<file path="src/rtl/dip_pkg.sv">
// Shared types and defaults for the DIP-switch reader and the PSCLK divider.
package dip_pkg;

    localparam int DIP_WIDTH_DEF   = 8;
    localparam int DIP_CLK_DIV_DEF = 25;

    typedef enum logic [1:0] {
        ST_IDLE  = 2'd0,
        ST_LATCH = 2'd1,
        ST_SHIFT = 2'd2,
        ST_DONE  = 2'd3
    } dip_state_t;

    // Counter width for a modulus n, never narrower than one bit.
    function automatic int cnt_width(input int n);
        return (n <= 1) ? 1 : $clog2(n);
    endfunction

endpackage

</file>
<file path="src/rtl/ps_tick_gen.sv">
// Half-period divider for the shared peripheral shift clock; tick marks the
// last cycle of each CLK_DIV-cycle half period.
module ps_tick_gen
    import dip_pkg::*;
#(
    parameter int CLK_DIV = DIP_CLK_DIV_DEF
) (
    input  logic i_CLK,
    input  logic i_SYS_RESET,
    input  logic i_Clr,
    output logic o_Tick
);

    localparam int              CW = cnt_width(CLK_DIV);
    localparam logic [CW-1:0]   TC = CW'(CLK_DIV - 1);

    logic [CW-1:0] r_cnt;

    always_ff @(posedge i_CLK or posedge i_SYS_RESET) begin
        if (i_SYS_RESET) begin
            r_cnt <= '0;
        end else if (i_Clr || (r_cnt == TC)) begin
            r_cnt <= '0;
        end else begin
            r_cnt <= r_cnt + CW'(1);
        end
    end

    assign o_Tick = (r_cnt == TC);

endmodule

</file>
<file path="src/rtl/dip_reader.sv">
// Serial reader for the DIP-switch shift register: latch, shift in WIDTH bits
// MSB first on PSCLK, then present the word with a one-cycle valid strobe.
//
// state | meaning
// IDLE  | waiting for i_Start or i_Auto; divider held clear
// LATCH | o_DIPLatch high for two half periods
// SHIFT | PSCLK low half (sample at its end), then high half, per bit
// DONE  | o_Data updated, o_Valid high for one cycle
module dip_reader
    import dip_pkg::*;
#(
    parameter int WIDTH   = DIP_WIDTH_DEF,
    parameter int CLK_DIV = DIP_CLK_DIV_DEF,
    parameter bit INVERT  = 1'b0
) (
    input  logic             i_CLK,
    input  logic             i_SYS_RESET,
    input  logic             i_Start,
    input  logic             i_Auto,
    output logic             o_PSCLK,
    output logic             o_DIPLatch,
    input  logic             i_DIPData,
    output logic [WIDTH-1:0] o_Data,
    output logic             o_Valid,
    output logic             o_Busy
);

    localparam int            BW       = cnt_width(WIDTH);
    localparam logic [BW-1:0] BIT_LAST = BW'(WIDTH - 1);

    dip_state_t       r_state;
    logic             r_phase;
    logic [BW-1:0]    r_bit;
    logic [WIDTH-1:0] r_shift;
    logic             r_psclk;
    logic             r_latch;
    logic [WIDTH-1:0] r_data;
    logic             r_valid;
    logic             r_busy;

    dip_state_t       w_state_nxt;
    logic             w_phase_nxt;
    logic [BW-1:0]    w_bit_nxt;
    logic [WIDTH-1:0] w_shift_nxt;
    logic             w_psclk_nxt;
    logic             w_latch_nxt;
    logic [WIDTH-1:0] w_data_nxt;
    logic             w_valid_nxt;
    logic             w_busy_nxt;
    logic             w_tick;
    logic             w_div_clr;

    assign w_div_clr = (r_state == ST_IDLE);

    ps_tick_gen #(
        .CLK_DIV (CLK_DIV)
    ) u_tick (
        .i_CLK       (i_CLK),
        .i_SYS_RESET (i_SYS_RESET),
        .i_Clr       (w_div_clr),
        .o_Tick      (w_tick)
    );

    // Outputs are registered from next-state values so they line up with the state they describe.
    always_ff @(posedge i_CLK or posedge i_SYS_RESET) begin
        if (i_SYS_RESET) begin
            r_state <= ST_IDLE;
            r_phase <= 1'b0;
            r_bit   <= '0;
            r_shift <= '0;
            r_psclk <= 1'b0;
            r_latch <= 1'b0;
            r_data  <= '0;
            r_valid <= 1'b0;
            r_busy  <= 1'b0;
        end else begin
            r_state <= w_state_nxt;
            r_phase <= w_phase_nxt;
            r_bit   <= w_bit_nxt;
            r_shift <= w_shift_nxt;
            r_psclk <= w_psclk_nxt;
            r_latch <= w_latch_nxt;
            r_data  <= w_data_nxt;
            r_valid <= w_valid_nxt;
            r_busy  <= w_busy_nxt;
        end
    end

    always_comb begin
        w_state_nxt = r_state;
        w_phase_nxt = r_phase;
        w_bit_nxt   = r_bit;
        w_shift_nxt = r_shift;
        case (r_state)
            ST_IDLE: begin
                w_phase_nxt = 1'b0;
                if (i_Start || i_Auto) begin
                    w_state_nxt = ST_LATCH;
                end
            end
            ST_LATCH: begin
                if (w_tick) begin
                    if (r_phase) begin
                        w_state_nxt = ST_SHIFT;
                        w_phase_nxt = 1'b0;
                        w_bit_nxt   = BIT_LAST;
                    end else begin
                        w_phase_nxt = 1'b1;
                    end
                end
            end
            ST_SHIFT: begin
                if (w_tick) begin
                    if (!r_phase) begin
                        w_shift_nxt = (r_shift << 1) | WIDTH'(i_DIPData);
                        w_phase_nxt = 1'b1;
                    end else if (r_bit == '0) begin
                        w_state_nxt = ST_DONE;
                        w_phase_nxt = 1'b0;
                    end else begin
                        w_bit_nxt   = r_bit - BW'(1);
                        w_phase_nxt = 1'b0;
                    end
                end
            end
            ST_DONE: begin
                w_state_nxt = ST_IDLE;
            end
            default: begin
                w_state_nxt = ST_IDLE;
            end
        endcase
    end

    always_comb begin
        w_psclk_nxt = (w_state_nxt == ST_SHIFT) && w_phase_nxt;
        w_latch_nxt = (w_state_nxt == ST_LATCH);
        w_valid_nxt = (w_state_nxt == ST_DONE);
        w_busy_nxt  = (w_state_nxt != ST_IDLE);
        w_data_nxt  = r_data;
        if (w_state_nxt == ST_DONE) begin
            w_data_nxt = INVERT ? ~r_shift : r_shift;
        end
    end

    assign o_PSCLK    = r_psclk;
    assign o_DIPLatch = r_latch;
    assign o_Data     = r_data;
    assign o_Valid    = r_valid;
    assign o_Busy     = r_busy;

endmodule

</file>
<file path="config.mk">
export PLATFORM = sky130hd
export DESIGN_NAME = dip_reader
export DESIGN_NICKNAME = d
export VERILOG_FILES = /design/src/rtl/dip_pkg.sv /design/src/rtl/ps_tick_gen.sv /design/src/rtl/dip_reader.sv
export SDC_FILE = /design/constraint.sdc
export NUM_CORES = 1
export LEC_CHECK = 0
export CELL_PAD_IN_SITES_DETAIL_PLACEMENT = 1
export CELL_PAD_IN_SITES_GLOBAL_PLACEMENT = 2
export CORE_MARGIN = 10
export CORE_UTILIZATION = 42
export CTS_BUF_LIST = sky130_fd_sc_hd__clkbuf_2
export DETAILED_ROUTE_END_ITERATION = 10
export PLACE_DENSITY = 0.95
export SLEW_MARGIN = 30
export SYNTH_ARGS = -nofsm -noshare
export SYNTH_HDL_FRONTEND = slang
export SYNTH_SLANG_ARGS = --single-unit
export TNS_END_PERCENT = 20
</file>
<file path="constraint.sdc">
create_clock -name i_CLK -period 4.6 [get_ports i_CLK]
set_input_delay 0.69 -clock i_CLK [delete_from_list [all_inputs] [get_ports i_CLK]]
set_output_delay 0.69 -clock i_CLK [all_outputs]
set_load 0.01 [all_outputs]
</file>
# Word-level counts from Yosys, hierarchy flattened
# Index checks and enable logic that the tools add are counted.
[totals]
register_bits = 31
inputBits = 5
output_inout_bits = 12
word_cells = 53
[op_classes]
addsub = 2
n_eq_ne = 12
mux = 17
bitwise = 2
reduce_logical = 10
[op_table]
columns = ["op", "n"]
rows = [
  ["$mux W3", 5],
  ["$mux W2", 6],
  ["$eq A2 B2 Y1 const B", 4],
  ["$or A8 B1 Y8", 1],
  ["$pmux W2 S4", 1],
  ["$ne A2 B2 Y1 const B", 3],
  ["$pmux W3 S2", 1],
  ["$reduce_and A6 Y1", 1],
  ["$add A5 B1 Y5 const B", 1],
  ["$eq A5 B5 Y1 const B", 1],
  ["$mux W5", 1],
  ["$eq A2 B1 Y1 const B", 2],
  ["$ne A2 B1 Y1 const B", 2],
  ["$reduce_bool A2 Y1", 2],
  ["$logic_not A3 Y1", 1],
  ["$reduce_and A3 Y1", 1],
  ["$sub A3 B1 Y3 const B", 1],
  ["$logic_not A2 Y1", 1],
  ["$logic_or A1 B1 Y1", 2],
  ["$mux W1", 2],
  ["$pmux W1 S2", 1],
  ["$reduce_or A2 Y1", 1],
  ["$logic_and A1 B1 Y1", 1],
  ["$not A1 Y1", 1],
]

# Depth between registers and ports, before layout
[depth]
word_depth = 7
mapped_depth = 7
mapped_depth_nobuf = 7

# Hierarchy
# From an unflattened synthesis, not the netlist that was laid out.
[hier_totals]
cells_unflattened = 115
hier_area_um2 = 1473.9
[by_module_without_submodules]
columns = ["mod", "instances", "cells_each", "area_per_inst_um2", "seq_area_each_um2"]
rows = [
  ["dip_reader", 1, 91, 1174.9, 650.6],
  ["ps_tick_gen", 1, 24, 299.0, 125.1],
]

# Worst setup path after synthesis
# OpenSTA, ideal clock, no wires.
[synth_timing]
path_kind = "input -> register"
start = "input i_Auto"
end = "register r_data[0] (netlist: o_Data[0])"
setup_time_ps = 125
arrival_time_ps = 1865
required_time_ps = 4475
setup_slack_ps = 2611
cell_stages = 4
path_buffers = 0
cell_sequence = "o21ai_0 > nand3_1 > a211oi_4 > mux2_2"
[synth_via]
elab_chain_cells = 4
[synth_lines]
columns = ["element", "line_no", "text"]
rows = [
  ["start, declared", "dip_reader.sv:19", "input logic i_Auto,"],
  ["$logic_or A1 B1 Y1", "dip_reader.sv:97", "if (i_Start || i_Auto) begin"],
  ["$mux W2", "dip_reader.sv:97", ""],
  ["$pmux W2 S4", "dip_reader.sv:94", "case (r_state)"],
  ["$eq A2 B2 Y1", "n/a", ""],
  ["net w_valid_nxt", "dip_reader.sv:48", "logic w_valid_nxt;"],
  ["end signal, assigned", "dip_reader.sv:83", "r_data <= w_data_nxt;"],
  ["end, declared", "dip_reader.sv:37", "logic [WIDTH-1:0] r_data;"],
]
# The timed path passes the listed nets, and every way through them passes these cells.
# A chain may end at the register's enable or synchronous reset.

# Final worst setup path
[layout_timing]
start = "register r_state[0]"
end = "register r_data[2] (netlist: o_Data[2])"
[layout_via]
elab_chain_cells = 5
elab_cells_between_ends = 12
classes_between = "eq/ne (4); mux (7); reduce/logical (1)"
[layout_lines]
columns = ["element", "line_no", "text"]
rows = [
  ["start, declared", "dip_reader.sv:31", "dip_state_t r_state;"],
  ["start signal, assigned", "dip_reader.sv:77", "r_state <= w_state_nxt;"],
  ["$mux W2", "dip_reader.sv:117", "end else if (r_bit == '0) begin"],
  ["$mux W2", "dip_reader.sv:114", "if (!r_phase) begin"],
  ["$mux W2", "dip_reader.sv:113", "if (w_tick) begin"],
  ["$pmux W2 S4 *", "dip_reader.sv:94", ""],
  ["$eq A2 B2 Y1 *", "n/a", ""],
  ["net w_valid_nxt", "dip_reader.sv:48", ""],
]
# Mark *: on every way through the listed nets, which the timed path passes. The rest lies on a longest branch.

==> metrics <==
Ys Warns 0; critical path's slowest cell dfrtp_1; CP Capture Type flip-flop; Starting Density between 40% and 50%; # rows 21; sequential area share after synthesis 53.8%; Worst Skew 0.0170 ns; cts bufs inserted 5; Filler cells 384; Rel. slew slack between 50% and 60%; first-pass GRT wire length around 5200 microns; die area ~6200 sq um; syn_nets 129; H-Tree Level Count 2; Final setup viols 0; Pre-antenna DRT Iters 4; fin. max-slew vios 0; num ports 17; initial detailed-routing violation count 80; layout cells sized above 1 21.0%; unrepaired setup endpoints after global routing false; CP Class reg -> reg; area grow syn2layout 17.0%; Pleak 0.783 nW; max incr delay on CP approximately 0.47 ns; post-synth top area share 53.8%; cell count after synthesis 116; CTS sink cnt 31; Setup Total Neg Slack 0 ns; EDFF count, synth 0; gr usage total 10.8%; CTS tree done; Port-buffer cells 16; Setup Buffers After CTS 0; n_diodes 0; Placer Congestion 0.793; Vias ~940; Place WS 1.83 ns; Die H ~79 microns; async set-reset flop share out of synthesis 100%; fin crit share 50.2%; hold crit path type reg -> reg; CP Launch Type flip-flop; Buffers & Inverters on Critical Path 1; DRC 0; core area about 3300 sq um; Routed WL 2960 microns; most common cell after layout, fill and taps aside dfrtp_1; number of synthesized register bits 31; main flop type after synthesis dfrtp_1; maximum vdd drop 173 uV; Least-Margin Pin Slew 0.641 ns; Final Hold Vio Count 0; Synth area leader dfrtp_1; Synth area leaders dfrtp_1 54%, mux2_2 13%, ha_1 6.9%; Final #Nets 150; Routed wire per std cell around 16 microns; max_cap viols 0; critical path, cell by cell inv_1 > ha_1 > o21ai_0 > and4_4 > a211oi_4 > mux2_2; Post-Syn Area per Cell 12.4 sq um; PostCTS Resize Cnt 0; status completed; synth unique cells 31; worst skew pair latency 0.38 ns; Cell Area, Synth approximately 1400 sq um; Min Hold Slack 0.502 ns; Tmin final approximately 2.3 ns; antenna violations before repair 0; vias in the first global route 1039; Via density 5.13; largest net degree at the start of global routing 32; most frequent cells in the layout 31 x dfrtp_1, 17 x mux2_2, 16 x clkdlybuf4s50_1; PwrDens ~240 nW/um^2; Crit path max-delay family compound AO/OA/AOI/OAI gates; CP arrival 2.58 ns; Clk pin slew, worst setup/hold paths 0.15 ns; Post-DP HPWL 2230 microns; Fmax 433 MHz; Post-CTS Hold Buffers 0; Root Buffer clkbuf_2; setup slack after layout approximately 2.3 ns; WP data required 4.87 ns; clk buf depth 2; Die X approximately 80 microns; worst-path fanout max 10; remaining global-route overflow 0; antenna-violating nets left 0
where the power goes:
group	switching, mW	total (mW)	internal (mW)
Clock	0.0950	0.129	0.0338
Combinational	0.00571	0.00875	0.00304
Sequential	0	0.273	0.273
Total	0.101	0.410	0.309
path summary, 6_finish.rpt:
check,startpoint,to,slack (ns),depth (start not counted)
worst max-delay path,r_state[0]$_DFF_PP0_,o_Data[2]$_DFFE_PP0N_,2.29,6
worst min register to register,u_tick.r_cnt[0]$_DFF_PP0_,u_tick.r_cnt[0]$_DFF_PP0_,0.50,1
worst min-delay path,u_tick.r_cnt[0]$_DFF_PP0_,u_tick.r_cnt[0]$_DFF_PP0_,0.50,1
max in group asynchronous,i_SYS_RESET,o_Data[1]$_DFFE_PP0N_,3.48,2
min in group asynchronous,i_SYS_RESET,r_phase$_DFF_PP0_,0.70,2
worst max register to register,r_state[0]$_DFF_PP0_,o_Data[2]$_DFFE_PP0N_,2.29,6
registers in the layout, indices dropped and copies added (netlist names):
signal and flops:
r_state 2, o_Data 8, o_Valid 1, o_PSCLK 1
r_bit 3, o_DIPLatch 1, r_shift 8, u_tick.r_cnt 5
o_Busy 1, r_phase 1
worst register-to-register path, delay by kind of cell, from the launching register on:
kind,cells,cell delay [ns]
AO/OA/AOI/OAI,2,0.63
adder cells (fa/ha/maj),1,0.36
buffers and inverters,1,0.12
flip-flops,1,0.47
multiplexers,1,0.40
AND/OR/NAND/NOR,1,0.24
kinds of logic (layout without fill, tap and decap cells):
group,after synthesis,count (layout),synth area share [%]
compound gates,16,16,8.68
mux,17,17,13.3
buf+inv,15,37,4.25
flops,31,31,53.8
xor+xnor,3,3,1.82
simple gates,26,26,11.2
fa+ha+maj,8,8,6.94
metal layers:
layer | global-route usage [%] | up-vias | share of wire, %
met3 | 4.44 | 7 | 4.7
li1 | - | 443 | -
met2 | 18.4 | 15 | 51
met5 | 0 | - | 0
met1 | 11.2 | 479 | 42
met4 | 5.91 | 0 | 2.1
synthesized netlist by cell type, drive strengths merged (3+ instances only):
cell and n:
a41oi 3, ha 8, inv 13, nand3 4
nor2 6, a21oi 4, nand2b 3, o21ai 3
nand2 3, mux2 17, dfrtp 31
cell type report:
class                   count  area [sq um]  area share (%)
clock buffers               5          25.0            1.48
well taps                  46          57.6            3.41
inverters                  13          48.8            2.89
multi-input cells          70           604            35.8
flip-flops and latches     31           776            46.0
clock inverters             3          15.0           0.890
repair buffers             16           160            9.50
stage by stage:
step	cell area (sq um)	std cells	util (%)	power [mW]
detailed placement	1650	176	49.3	0.287
CTS	1690	184	50.5	0.415
finish	1690	184	50.5	0.410
floorplan	1440	116	-	0.282
global placement	1650	176	49.3	0.286
global route	1690	184	50.5	0.431
(Power assumes the default switching activity.)
==> patch 1, RTL diff (same flow settings) <==
Take the reset off `r_shift` and `r_data` and load them in a clocked block of their own.
--- a/src/rtl/dip_reader.sv
+++ b/src/rtl/dip_reader.sv
@@ -68,8 +68,6 @@
             r_phase <= 1'b0;
             r_bit   <= '0;
-            r_shift <= '0;
             r_psclk <= 1'b0;
             r_latch <= 1'b0;
-            r_data  <= '0;
             r_valid <= 1'b0;
             r_busy  <= 1'b0;
@@ -78,11 +76,14 @@
             r_phase <= w_phase_nxt;
             r_bit   <= w_bit_nxt;
-            r_shift <= w_shift_nxt;
             r_psclk <= w_psclk_nxt;
             r_latch <= w_latch_nxt;
-            r_data  <= w_data_nxt;
             r_valid <= w_valid_nxt;
             r_busy  <= w_busy_nxt;
         end
+    end
+
+    always_ff @(posedge i_CLK) begin
+        r_shift <= w_shift_nxt;
+        r_data  <= w_data_nxt;
     end
 
Behaviour: no difference found for any inputs over 10 cycles, from zero or initial values and one cycle with i_SYS_RESET high; that may be too few to reach the edited logic, so the function may still have changed.
==> patch 1 against the unedited design <==
- fmax decreased by 0.60%
- synthesized area decreased by 12%
- routed wire length decreased by 16%
- setup slack got worse by 0.014 ns
- non-clock buffer count unchanged
- final area decreased by 9.1%
- sequential cell count unchanged
- count of clock-buffer cells in the layout unchanged
- first-iteration DRC count increased by 8.8%
- critical endpoint is now o_Data[2]
Power is not compared: it rests on default switching activity, and its combinational part moved more than twofold at a synthesized area within 25%.
==> patch 1: results (changes against the unedited design) <==
* Worst hold path startpoint: r_shift[7]
- The number of nets produced by synthesis was 109 (-16%).
- The total global routing track utilization came to 10.08% (-0.76 points).
- The met3 global-route usage came to 3.942% (-0.50 points).
- The detailed placement HPWL came to 1.937 mm (-13%).
* Relative slew slack: 56.46% (-0.59 points)
- Root Buffer: clkbuf_2
* Setup skew after layout: 0.01485 ns (-0.002142 ns)
* Via count of the first global-routing pass: 916 (-12%)
- The flow ran to the end, and the final reports show no timing, DRC or antenna violations.
- The global-route wire length before repair is 4.209 mm (-18%).
* Average wire per standard cell: 16.46 um (+2.4%)
- The sequential-to-total area share from yosys stat came to 67.66% (+14 points).
- The maximum number of pins on one net before global-route repair is 16 (-50%).
* FFs w/ async S/R, synth: 48.39% (-52 points)
- The worst setup slack before clock tree synthesis was 1.984 ns (+0.1553 ns).
- Post-Route WL: 2.485 mm (-16%)
* Number of nets at the end of the flow: 132 (-12%)
- Number of filler instances in the final layout: 297 (-23%)
- By area the synthesized netlist is led by edfxtp_1 38%, dfrtp_1 30%, ha_1 7.9%, inv_1 4.2%, nor2_1 3.3%.
- Clock buffer count from CTS: 5 (unchanged)
* Critical register-to-register path endpoint: o_Data[2]
- Hold-critical path depth: 0 (-1)
- The wire length on met2 came to 1.308 mm (-14%).
- Worst flop-to-flop path startpoint: u_tick.r_cnt[0]
- The routed metal-1 wirelength was 976 um (-21%).
- Routability congestion estimate from global placement: 0.8496 (+7.1%)
* Number of enable-type register cells in the synthesized netlist: 16 (+16)
- Unique cell type count in the Yosys netlist: 27 (-13%)
- Final Hold Slack: 0.4461 ns (-0.05573 ns)
* Detailed Route Iter0 Violations: 87 (+8.8%)
- Met3 wire length: 148 um (+5.7%)
* Vias per inst: 5.252 (+2.4%)
- The number of cells upsized or downsized after cts is 0 (unchanged).
* Arrival time at the worst endpoint: 2.33 ns (-0.25 ns)
- Skew-Pair Late Insertion Delay: between 0.3 and 0.4 ns
- Most instantiated flip-flop cell in the synthesis netlist: edfxtp_1
- Worst stage delay on the critical path: 0.53 ns (+0.06 ns)
* Hold Path Sink: o_Data[7]
- The maximum achievable frequency is 0.4306 GHz (-0.60%).
- Most instantiated cells after synthesis: 16 x edfxtp_1, 15 x dfrtp_1, 14 x inv_1
- Cell at the slowest stage of the critical path: nor2_1
- Met1 Resource Use GR: 9.968% (-1.2 points)
- The count of buffers from port buffering came to 16 (unchanged).
- Global-route met2 utilization: 16.95% (-1.5 points)
- Placed Instances: 143 (-19%)
- Avg Cell Area, Syn: 13.18 um^2 (+6.0%)
- The fraction of layout instances using a drive strength above 1 came to 9.167% (-12 points).
- The count of TritonRoute iterations in the first routing pass was 4 (unchanged).
- The number of H-tree levels is 2 (unchanged).
- The highest fanout seen on the critical path came to 8 (-2).
-- patch 1: worst max path at each step --
stage	from	endpoint	cells after the start
2_1_floorplan	u_tick.r_cnt[0]	o_Data[0]	6
3_3_place_gp	i_Auto	o_Data[0]	5
3_5_place_dp	i_Auto	o_Data[2]	5
4_1_cts	r_state[0]	o_Data[2]	6
5_1_grt	r_state[0]	o_Data[3]	6
6_report	u_tick.r_cnt[0]	o_Data[2]	6
-- patch 1: kinds of logic after synthesis --
logic type	share of synthesized area (%)
xor gates and xnor gates	2.078
buffers and inverters	4.451
and+or+nand+nor	9.793
AOI/OAI and AO/OA	8.112
DFF	67.66
adders and majority gates	7.913
-- patch 1: critical path, delay by kind of cell, from the launching register on --
kind / cells / cell delay, ns
AND/OR/NAND/NOR: 3 / 0.93
flip-flops: 1 / 0.44
AO/OA/AOI/OAI: 1 / 0.35
adder cells (fa/ha/maj): 1 / 0.17
buffers and inverters: 1 / 0.07
-- patch 1: layout make-up --
| type | instances | area (um^2) | share of cell area (%) |
|---|---|---|---|
| flip-flops and latches | 31 | 855.8 | 55.84 |
| multi-input cells | 50 | 357.8 | 23.35 |
| repair buffers | 16 | 160.2 | 10.45 |
| inverters | 15 | 56.30 | 3.673 |
| clock inverters | 3 | 38.79 | 2.531 |
| well taps | 31 | 38.79 | 2.531 |
| clock buffers | 5 | 25.02 | 1.633 |
-- patch 1: through the flow --
| stage | power (mW) | instance area (um^2) |
|---|---|---|
| after CTS | 0.6604 | 1533 |
| after global placement | 0.4653 | 1464 |
| after global routing | 0.6943 | 1533 |
| after floorplan | 0.4262 | 1265 |
| final | 0.6513 | 1533 |
| after detailed placement | 0.4784 | 1469 |
==> patch 2, RTL diff (config.mk and constraints unchanged) <==
Made on the original files. Change the parameter `INVERT` from 1'b0 to 1'b1.
--- a/src/rtl/dip_reader.sv
+++ b/src/rtl/dip_reader.sv
@@ -12,5 +12,5 @@
     parameter int WIDTH   = DIP_WIDTH_DEF,
     parameter int CLK_DIV = DIP_CLK_DIV_DEF,
-    parameter bit INVERT  = 1'b0
+    parameter bit INVERT  = 1'b1
 ) (
     input  logic             i_CLK,
Check against the original RTL: same outputs for any inputs over 10 cycles, from zero or initial values and one cycle with i_SYS_RESET high; that may be too few to reach the edited logic, so the function may still have changed.
==> patch 2 against the unedited design <==
- setup slack got worse by 0.16 ns
- clock skew up 0.0037 ns
- final area is 9.2% higher
- hold slack better by 0.0027 ns
- synthesized area up 12%
- routed wire length increased by 18%
- sequential cell count unchanged
- largest cell class unchanged
- highest routed layer unchanged
Power is not compared: it rests on default switching activity, and its combinational part moved more than twofold at a synthesized area within 25%.
==> patch 2: results (changes against the unedited design) <==
- The flow ran to the end, and the final reports show no timing, DRC or antenna violations.
- The slack of the worst reg-to-reg path is 2.13 ns (-0.16 ns).
* Aggregate global-route resource usage: 11.82% (+0.97 points)
* Arrival time at the worst endpoint: 2.72 ns (+0.14 ns)
* Buffer count from post-CTS setup fixing: 0 (unchanged)
* Via count of the first global-routing pass: 1251 (+20%)
- The count of unique library cells instantiated by Yosys came to 37 (+19%).
- Most instantiated cells after synthesis: 31 x dfrtp_1, 13 x inv_1, 10 x nor2_1
- Detailed Route Iter0 Violations: 63 (-21%)
- The clock transition at the registers of the reported paths came to 0.17 ns (+0.02 ns).
- Routability congestion estimate from global placement: 0.7410 (-6.6%)
- Worst flop-to-flop path startpoint: r_state[0]
- The number of cells on the worst hold path was 1 (unchanged).
- The global-route wire length before repair came to 6.092 mm (+18%).
- The count of placed standard cells including taps came to 192 (+9.1%).
- The number of filler cells placed in the layout is 411 (+7.0%).
- The total number of vias was 1107 (+17%).
* Vias per inst: 5.535 (+7.9%)
- In this run the critical register-to-register path is captured at o_Data[6].
* HPWL reported at the end of detailed placement: 2.644 mm (+18%)
* Synth top area cells: dfrtp_1 48%, o311ai_2 7.1%, ha_1 7.0%, mux2_2 5.6%, o2111ai_1 4.3%
- The largest clock skew in the final design was 0.02074 ns (+0.003746 ns).
- The average instance area after synthesis was 12.31 um^2 (-0.92%).
- Share of post-route cells with drive strength above 1: 21.05% (+0.038 points)
- H-tree levels: 2 (unchanged)
- The count of nets after finishing was 165 (+10%).
* Max Root-Sink Buffers: 2 (unchanged)
- The highest fanout seen on the critical path came to 11 (+1).
- Final Hold Slack: 0.5045 ns (+0.002690 ns)
- Share of the yosys chip area belonging to registers: 48.10% (-5.7 points)
- The count of buffers from port buffering is 16 (unchanged).
* Mapped Nets: 145 (+12%)
- The maximum number of pins on one net before global-route repair is 32 (unchanged).
- Relative slew slack: 47.65% (-9.4 points)
- The worst hold path belongs to the class flop to flop.
- The wire length after detailed routing is 3.490 mm (+18%).
* Instance area after placement: 1802 um^2 (+9.4%)
- The number of synthesis warnings came to 0 (unchanged).
==> patch 2: kinds of logic after synthesis <==
| group | count (synthesis) | share of synthesized area (%) |
|---|---|---|
| AOI/OAI and AO/OA | 38 | 23.82 |
| xor gates and xnor gates | 3 | 1.629 |
| adders and majority gates | 9 | 6.982 |
| buffers and inverters | 17 | 5.198 |
| DFF | 31 | 48.10 |
| muxes | 9 | 6.207 |
| and+or+nand+nor | 24 | 8.069 |
==> patch 2: layout make-up <==
cell class                      instances  area, um^2  area share [%]
Multi-Input combinational cell         83       753.2           40.90
Timing Repair Buffer                   16       160.2           8.696
Clock inverter                          1       5.005          0.2717
Inverter                               14       52.55           2.853
Sequential cell                        31       775.7           42.12
Clock buffer                            7       35.03           1.902
Tap cell                               48       60.06           3.261
==> patch 2: how the worst max path moves through the flow <==
| stage | slack [ns] | to | depth (start not counted) | start |
|---|---|---|---|---|
| after floorplan | 2.54 | o_Data[7] | 7 | r_state[0] |
| after global placement | 2.02 | o_Data[6] | 5 | i_Auto |
| after detailed placement | 1.91 | o_Data[6] | 5 | i_Auto |
| after CTS | 2.11 | o_Data[6] | 6 | r_state[0] |
| after global routing | 2.01 | o_Data[6] | 6 | r_state[0] |
| final | 2.13 | o_Data[6] | 6 | r_state[0] |
==> patch 2: power groups by stage <==
| stage | Clock [mW] | Sequential, mW | Combinational [mW] |
|---|---|---|---|
| 3_5_place_dp | 0 | 0.333 | 0.286 |
| 5_1_grt | 0.156 | 0.330 | 0.319 |
| 4_1_cts | 0.141 | 0.327 | 0.289 |
| 3_3_place_gp | 0 | 0.329 | 0.275 |
| 6_report | 0.135 | 0.327 | 0.286 |
| 2_1_floorplan | 0 | 0.331 | 0.233 |
==> patch 2: critical path, cell delays in order (launching register included) <==
cell	delay, ns
dfrtp_1	0.55
inv_1	0.14
ha_1	0.31
o21a_1	0.18
a211o_1	0.38
or2_1	0.43
o311ai_1	0.37
==> patch 2: per-stage QoR <==
stage / worst slack (ns) / power [mW]
global placement: 2.018 / 0.6043
finish: 2.133 / 0.7484
floorplan: 2.543 / 0.5644
CTS: 2.111 / 0.7575
detailed placement: 1.909 / 0.6192
global route: 2.008 / 0.8053
==> patch 2: per-layer routing <==
metal	vias to the layer above	GRT usage, %	routed length (um)
met3	6	4.585	152
met2	14	20.69	1872
met1	565	12.60	1411
met5	-	0	0
met4	0	4.422	55
li1	522	-	-
